File: src/rtl/vga_timing_pkg.sv
// rtl/vga_timing_pkg.sv - 800x600@72Hz timing constants and widths
package vga_timing_pkg;

    localparam int CNT_W   = 11;
    localparam int COORD_W = 10;

    localparam int VGA_H_ACTIVE = 800;
    localparam int VGA_H_FP     = 56;
    localparam int VGA_H_SYNC   = 120;
    localparam int VGA_H_BP     = 64;
    localparam int VGA_H_TOTAL  = VGA_H_ACTIVE + VGA_H_FP + VGA_H_SYNC + VGA_H_BP;

    localparam int VGA_V_ACTIVE = 600;
    localparam int VGA_V_FP     = 37;
    localparam int VGA_V_SYNC   = 6;
    localparam int VGA_V_BP     = 23;
    localparam int VGA_V_TOTAL  = VGA_V_ACTIVE + VGA_V_FP + VGA_V_SYNC + VGA_V_BP;

    localparam logic VGA_H_POL = 1'b1;
    localparam logic VGA_V_POL = 1'b1;

    localparam int VGA_H_SYNC_START = VGA_H_ACTIVE + VGA_H_FP;
    localparam int VGA_H_SYNC_END   = VGA_H_SYNC_START + VGA_H_SYNC - 1;
    localparam int VGA_V_SYNC_START = VGA_V_ACTIVE + VGA_V_FP;
    localparam int VGA_V_SYNC_END   = VGA_V_SYNC_START + VGA_V_SYNC - 1;

endpackage

File: src/rtl/vga_sync_gen_axis_counter.sv
// rtl/vga_sync_gen_axis_counter.sv - one timing axis: counter plus active/sync decode
module vga_axis_counter
    import vga_timing_pkg::*;
#(
    parameter int   ACTIVE = VGA_H_ACTIVE,
    parameter int   FP     = VGA_H_FP,
    parameter int   SYNC   = VGA_H_SYNC,
    parameter int   BP     = VGA_H_BP,
    parameter logic POL    = 1'b1
) (
    input  logic             clk,
    input  logic             reset,
    input  logic             step,
    output logic [CNT_W-1:0] count,
    output logic             wrap,
    output logic             active,
    output logic             sync
);

    localparam int TOTAL      = ACTIVE + FP + SYNC + BP;
    localparam int SYNC_START = ACTIVE + FP;
    localparam int SYNC_END   = SYNC_START + SYNC - 1;

    generate
        if (TOTAL > 2047) begin : g_total_check
            $error("vga_axis_counter: TOTAL exceeds 11-bit counter range");
        end
    endgenerate

    always_ff @(posedge clk) begin
        if (reset) begin
            count <= '0;
        end else if (step) begin
            count <= wrap ? '0 : count + CNT_W'(1);
        end
    end

    assign wrap   = (count == CNT_W'(TOTAL - 1));
    assign active = (count < CNT_W'(ACTIVE));
    assign sync   = (count >= CNT_W'(SYNC_START) && count <= CNT_W'(SYNC_END)) ? POL : ~POL;

endmodule

File: src/rtl/vga_sync_gen.sv
// rtl/vga_sync_gen.sv - VGA sync/coordinate generator with registered outputs
module vga_sync_gen
    import vga_timing_pkg::*;
#(
    parameter int   H_ACTIVE = VGA_H_ACTIVE,
    parameter int   H_FP     = VGA_H_FP,
    parameter int   H_SYNC   = VGA_H_SYNC,
    parameter int   H_BP     = VGA_H_BP,
    parameter int   V_ACTIVE = VGA_V_ACTIVE,
    parameter int   V_FP     = VGA_V_FP,
    parameter int   V_SYNC   = VGA_V_SYNC,
    parameter int   V_BP     = VGA_V_BP,
    parameter logic H_POL    = VGA_H_POL,
    parameter logic V_POL    = VGA_V_POL
) (
    input  logic               px_clk,
    input  logic               reset,
    input  logic               px_ce,
    output logic               hsync,
    output logic               vsync,
    output logic               activevideo,
    output logic [COORD_W-1:0] x_px,
    output logic [COORD_W-1:0] y_px,
    output logic               line_end,
    output logic               frame_start
);

    localparam int H_TOTAL = H_ACTIVE + H_FP + H_SYNC + H_BP;
    localparam int V_TOTAL = V_ACTIVE + V_FP + V_SYNC + V_BP;

    generate
        if (H_TOTAL > 2047 || V_TOTAL > 2047) begin : g_total_check
            $error("vga_sync_gen: H_TOTAL/V_TOTAL exceed 11-bit counter range");
        end
    endgenerate

    logic [CNT_W-1:0] h_count;
    logic [CNT_W-1:0] v_count;
    logic             h_wrap;
    logic             v_wrap;
    logic             h_act;
    logic             v_act;
    logic             h_sync;
    logic             v_sync;
    logic             at_origin;
    logic             in_active;

    vga_axis_counter #(
        .ACTIVE (H_ACTIVE),
        .FP     (H_FP),
        .SYNC   (H_SYNC),
        .BP     (H_BP),
        .POL    (H_POL)
    ) u_h_axis (
        .clk    (px_clk),
        .reset  (reset),
        .step   (px_ce),
        .count  (h_count),
        .wrap   (h_wrap),
        .active (h_act),
        .sync   (h_sync)
    );

    vga_axis_counter #(
        .ACTIVE (V_ACTIVE),
        .FP     (V_FP),
        .SYNC   (V_SYNC),
        .BP     (V_BP),
        .POL    (V_POL)
    ) u_v_axis (
        .clk    (px_clk),
        .reset  (reset),
        .step   (px_ce & h_wrap),
        .count  (v_count),
        .wrap   (v_wrap),
        .active (v_act),
        .sync   (v_sync)
    );

    assign in_active = h_act & v_act;

    // Counters sit at (0,0) after reset or after stepping past the last pixel of a frame.
    always_ff @(posedge px_clk) begin
        if (reset) begin
            at_origin <= 1'b1;
        end else if (px_ce) begin
            at_origin <= h_wrap & v_wrap;
        end
    end

    always_ff @(posedge px_clk) begin
        if (reset) begin
            hsync       <= ~H_POL;
            vsync       <= ~V_POL;
            activevideo <= 1'b0;
            x_px        <= '0;
            y_px        <= '0;
            line_end    <= 1'b0;
            frame_start <= 1'b0;
        end else if (px_ce) begin
            hsync       <= h_sync;
            vsync       <= v_sync;
            activevideo <= in_active;
            x_px        <= in_active ? COORD_W'(h_count) : '0;
            y_px        <= in_active ? COORD_W'(v_count) : '0;
            line_end    <= h_wrap;
            frame_start <= at_origin;
        end
    end

endmodule

File: config.mk
export PLATFORM = sky130hd
export DESIGN_NAME = vga_sync_gen
export DESIGN_NICKNAME = d
export VERILOG_FILES = /design/src/rtl/vga_timing_pkg.sv /design/src/rtl/vga_sync_gen_axis_counter.sv /design/src/rtl/vga_sync_gen.sv
export SDC_FILE = /design/constraint.sdc
export NUM_CORES = 1
export LEC_CHECK = 0
export BUFFER_PORTS_ARGS = -buffer_cell sky130_fd_sc_hd__buf_2
export CORE_ASPECT_RATIO = 2
export CORE_MARGIN = 3
export CORE_UTILIZATION = 57
export CTS_CLUSTER_SIZE = 14
export DETAILED_ROUTE_END_ITERATION = 8
export GPL_TIMING_DRIVEN = 0
export PLACE_DENSITY = 0.77
export SLEW_MARGIN = 20
export SYNTH_ARGS = -nofsm -noshare
export SYNTH_HDL_FRONTEND = slang
export SYNTH_HIERARCHICAL = 1
export SYNTH_SLANG_ARGS = --single-unit
File: constraint.sdc
create_clock -name px_clk -period 2.9 [get_ports px_clk]
set_input_delay 0.29 -clock px_clk [delete_from_list [all_inputs] [get_ports px_clk]]
set_output_delay 0.29 -clock px_clk [all_outputs]
set_load 0.01 [all_outputs]
# After elaboration in Yosys (flattened, before gate mapping)
# Cells that the tools add are included.
[classes] magnitude_cmp=6 n_eq_ne=2 n_bitwise=3 muxes=6 add_sub_neg=2 reduce_logical=2
[ops] op="adder 11 x 1 -> 11 bit (second input constant)" count=2
[ops] op=">= comparator 11 x 10 -> 1 bit (second input constant)" count=2
[ops] op="less-or-equal comparator 11 x 10 -> 1 bit (second input constant)" count=2
[ops] op="< comparator 11 x 10 -> 1 bit (second input constant)" count=2
[ops] op="two-way mux 11 bit" count=2
[ops] op="two-way mux 10 bit" count=2
[ops] op="== test 11 x 10 -> 1 bit (second input constant)" count=1
[ops] op="== test 11 bit (second input constant)" count=1
[ops] op="bitwise AND 1 bit" count=3
[ops] op="logical AND 1 bit" count=2
[ops] op="two-way mux 1 bit" count=2
[word_totals] out_inout_bits=25 wordCells=31 ff_bits=48 inputBits=3

# Depth between registers and ports, before layout
[logic_depth] depth_word=3 mapped_depth=8 mapped_depth_nobuf=7

# Cells and area by module
# Netlist, hierarchy kept.
[modules_own_cells] mod="vga_sync_gen" area_per_inst_um2=1033.5 instances=1 cells_each=112
[modules_own_cells] mod="vga_axis_counter at u_h_axis" area_per_inst_um2=663.1 instances=1 cells_each=76
[modules_own_cells] mod="vga_axis_counter at u_v_axis" area_per_inst_um2=619.3 instances=1 cells_each=70

# Least setup slack after synthesis
# OpenSTA, ideal clock, no wires.
[synth_path] kind="flip-flop to flip-flop" startpoint="register u_h_axis.count[0]" endpoint="register u_v_axis.count[9]" path_slack_ps=534 stages_incl_launch_ff=9 period_less_slack_ps=2366 t_arrival_ps=2296 n_path_buf=1 path_cell_list="dfxtp_1 -> ha_1 -> nor4bb_1 -> and4_1 -> and2_4 -> buf_2 -> nand4_2 -> or4_1 -> a21oi_1"
[synth_between] elab_chain_cells=2
[synth_rtl] item="from (decl)" line_no="vga_sync_gen_axis_counter.sv:14" source="output logic [CNT_W-1:0] count,"
[synth_rtl] item="from (signal assigned)" line_no="vga_sync_gen_axis_counter.sv:34" source="count <= wrap ? '0 : count + CNT_W'(1);"
[synth_rtl] item="== test 11 bit" line_no="vga_sync_gen_axis_counter.sv:38" source="assign wrap = (count == CNT_W'(TOTAL - 1));"
[synth_rtl] item="named net h_wrap" line_no="vga_sync_gen.sv:39" source="logic h_wrap;"
[synth_rtl] item="bitwise AND 1 bit" line_no="vga_sync_gen.sv:73" source=".step (px_ce & h_wrap),"
[synth_rtl] item="to (signal assigned)" line_no="vga_sync_gen_axis_counter.sv:34"
[synth_rtl] item="to (decl)" line_no="vga_sync_gen_axis_counter.sv:14"
# The timed path passes the listed nets, and every way through them passes these cells.
# A chain may end at the register's enable or synchronous reset.

# Final worst setup path
[layout_path] startpoint="register u_h_axis.count[1]" endpoint="register u_v_axis.count[9]"
# The elaborated chain is that of the path after synthesis.

==> results.ini <==
[timing]
holdWs_ns=0.290
finClkSkew_ns=0.00519
rsz0062_at_grt=false
period_minus_slack_ns=2.68
setup_viol=0
layout_setup_ws_ns=0.217
fin_setup_tns_ns=0
tightest_slew_ns=0.705
slew_violations=0
relSlewSlack=0.518
max_freq_mhz=373
hold_viol_final=0
finalCritPeriodShare=0.925

[cts]
cts-root-buf=clkbuf_8
ctsLongestPathBuffers=2
cts_tree=built
cts_buffers=5
path_clk_slew_ns=0.09
cts-htree-levels=2
post-cts-setup-buffers=0
cts.sinks=48
clock_latency_ns=0.30

[pwr]
power_density_nw_per_um2=439
leakage_nw=1.02
ir_drop_uv=385

[global_route]
grt_pass1_vias=1932
grt_antenna_before_repair=0
grt-ovfl-total=0
grt_max_degree=15
grt.total_usage=0.226
grt_pass1_wl_um=8540

[logic_synthesis]
netlist_area_um2=2320
synthArstFlopShare=0
synthCells=258
ys_seq_area_frac=0.415
synthFlopType=dfxtp_1
synth_most_common_cell=dfxtp_1
synth.top_cells.by_area=dfxtp_1 41%, a21oi_1 7.3%, nand4_1 7.0%
synth_area_per_cell_um2=8.98
yosys_warnings=6
synth_top_area_cell=dfxtp_1
synth_cell_type_count=44
syn-num-nets=265
netlist.area_leader.share=0.415
synth-edff-count=0
yosys-top-cells-count=48 x dfxtp_1, 34 x a21oi_1, 26 x nand4_1, 21 x nand2b_1, 17 x nor2_1
synth-seq-cells=48

[drt]
dr.pass1.iters=4
top_layer_used=met4
dr_wl_met2_um=2850
drtIter0Drc=36
drc_errors=0
wl_per_cell_um=15.0
vias_per_cell=5.78
vias=1981
finalWirelength_um=5130
drt-met1-wl_um=2000
drtAntennaViolNets=0
met3_length_um=149

[finish]
fin_area_um2=2610
n_antenna_cell=0
layout-drive-gt1-share=0.247
nets=298
fin_cells=343
area_growth_pct=12.9

[setup_path]
cp_data_arrival_time_ns=2.91
critical-path-top-delay-family=simple AND/OR/NAND/NOR gates
critPathSlowestCell=or4_1
path_max_fanout=9
crit_required_ns=3.13
cp_slowest_stage_delay_ns=0.52
critPathLaunchType=flip-flop
worstSetupPathType=flip-flop to flip-flop
path_buf_inv=1
path_cells=ha_2, nor4bb_2, and4_1, and2_4, buf_2, nand4_2, or4_1, a21oi_1
end_kind=flip-flop

[place]
pre_cts_ws_ns=0.0996
place_inst=335
place_hpwl_um=3740
gp_congestion=0.904
numPortBuffers=26
place_area_um2=2510

[min_path]
hp-class=input pin to flip-flop

[die]
die_w_um=51.1
floorplan.rows=32
die-area_um2=4910
pin_count=28
die_h_um=96.1
core_area_um2=3880
start_util=0.596

[outcome]
outcome=completed

[flow_run]
max-cap-violations=0

## power by group
part	switching, mW	internal, mW
sequential	0.00882	0.666
clock	0.218	0.194
combinational	0.0340	0.0258
## flip-flops by register name, indices dropped and copies added, names as in the netlist
name / count
at_origin: 1
x_px: 10
vsync: 1
frame_start: 1
activevideo: 1
line_end: 1
u_v_axis/count: 11
hsync: 1
y_px: 10
u_h_axis/count: 11
## final cells by class
| class | count | area [um^2] |
|---|---|---|
| plain buffers | 24 | 160 |
| flip-flops and latches | 48 | 962 |
| repair buffers | 26 | 130 |
| well taps | 51 | 63.8 |
| clock buffers | 7 | 86.3 |
| inverters | 4 | 15.0 |
| fillers | 353 | 1270 |
| multi-input cells | 182 | 1190 |
| clock inverters | 1 | 7.51 |
## cell usage in the layout, fill, tap and decap left out, types with 2 or more instances in the layout
cell type	n
clkbuf_8	6
or3_2	5
dfxtp_1	47
or4_1	3
nand2b_1	21
nand4_2	2
clkbuf_1	3
nand3_1	6
buf_2	37
buf_4	7
nor2_1	17
buf_6	4
nand2_1	8
a21oi_1	34
xor2_1	6
or3_1	3
nand4_1	26
nand4_4	2
ha_1	3
nor3_1	2
inv_1	4
xnor2_1	2
a211oi_1	2
o31ai_1	4
o21ai_0	9
mux2i_1	5
and3_1	3
## cell families (layout without fill, tap and decap cells)
family,Yosys count,in the layout,share of synthesized area
compound gates,58,58,0.146
xor+xnor,8,8,0.0303
simple gates,107,107,0.290
buf+inv,28,62,0.0756
fa+ha+maj,4,4,0.0216
flops,48,48,0.415
mux,5,5,0.0216
## final timing paths
| check | from | endpoint | slack, ns | cells past startpoint |
|---|---|---|---|---|
| setup / recovery | u_h_axis/count[1] | u_v_axis/count[9] | 0.22 | 8 |
| hold / removal | px_ce | x_px[4] | 0.29 | 3 |
| setup reg to reg | u_h_axis/count[1] | u_v_axis/count[9] | 0.22 | 8 |
| hold reg to reg | x_px[3] | x_px[3] | 0.47 | 2 |
## worst reg2reg max path, stage by stage (launching register included)
cell and delay, ns:
dfxtp_1 0.47, ha_2 0.29, nor4bb_2 0.35, and4_1 0.26
and2_4 0.15, buf_2 0.21, nand4_2 0.21, or4_1 0.53
a21oi_1 0.14
## what timing repair did
| item | CTS | global route |
|---|---|---|
| gates resized for setup | 0 | 3 |
| endpoints found under the setup margin | 0 | 5 |
| hold buffers | 0 | 0 |
## layer usage
layer	vias to the layer above	GRT usage
met3	11	0.0295
met1	936	0.232
met2	37	0.439
met5	-	0
met4	0	0.0966
li1	997	-
## through the flow
| step | power (mW) | utilization |
|---|---|---|
| 6_report | 1.15 | 0.673 |
| 5_1_grt | 1.19 | 0.673 |
| 4_1_cts | 1.16 | 0.670 |
| 3_5_place_dp | 0.750 | 0.646 |
| 3_3_place_gp | 0.749 | 0.646 |
| 2_1_floorplan | 0.733 | - |
Power figures use the tool's default switching activity.
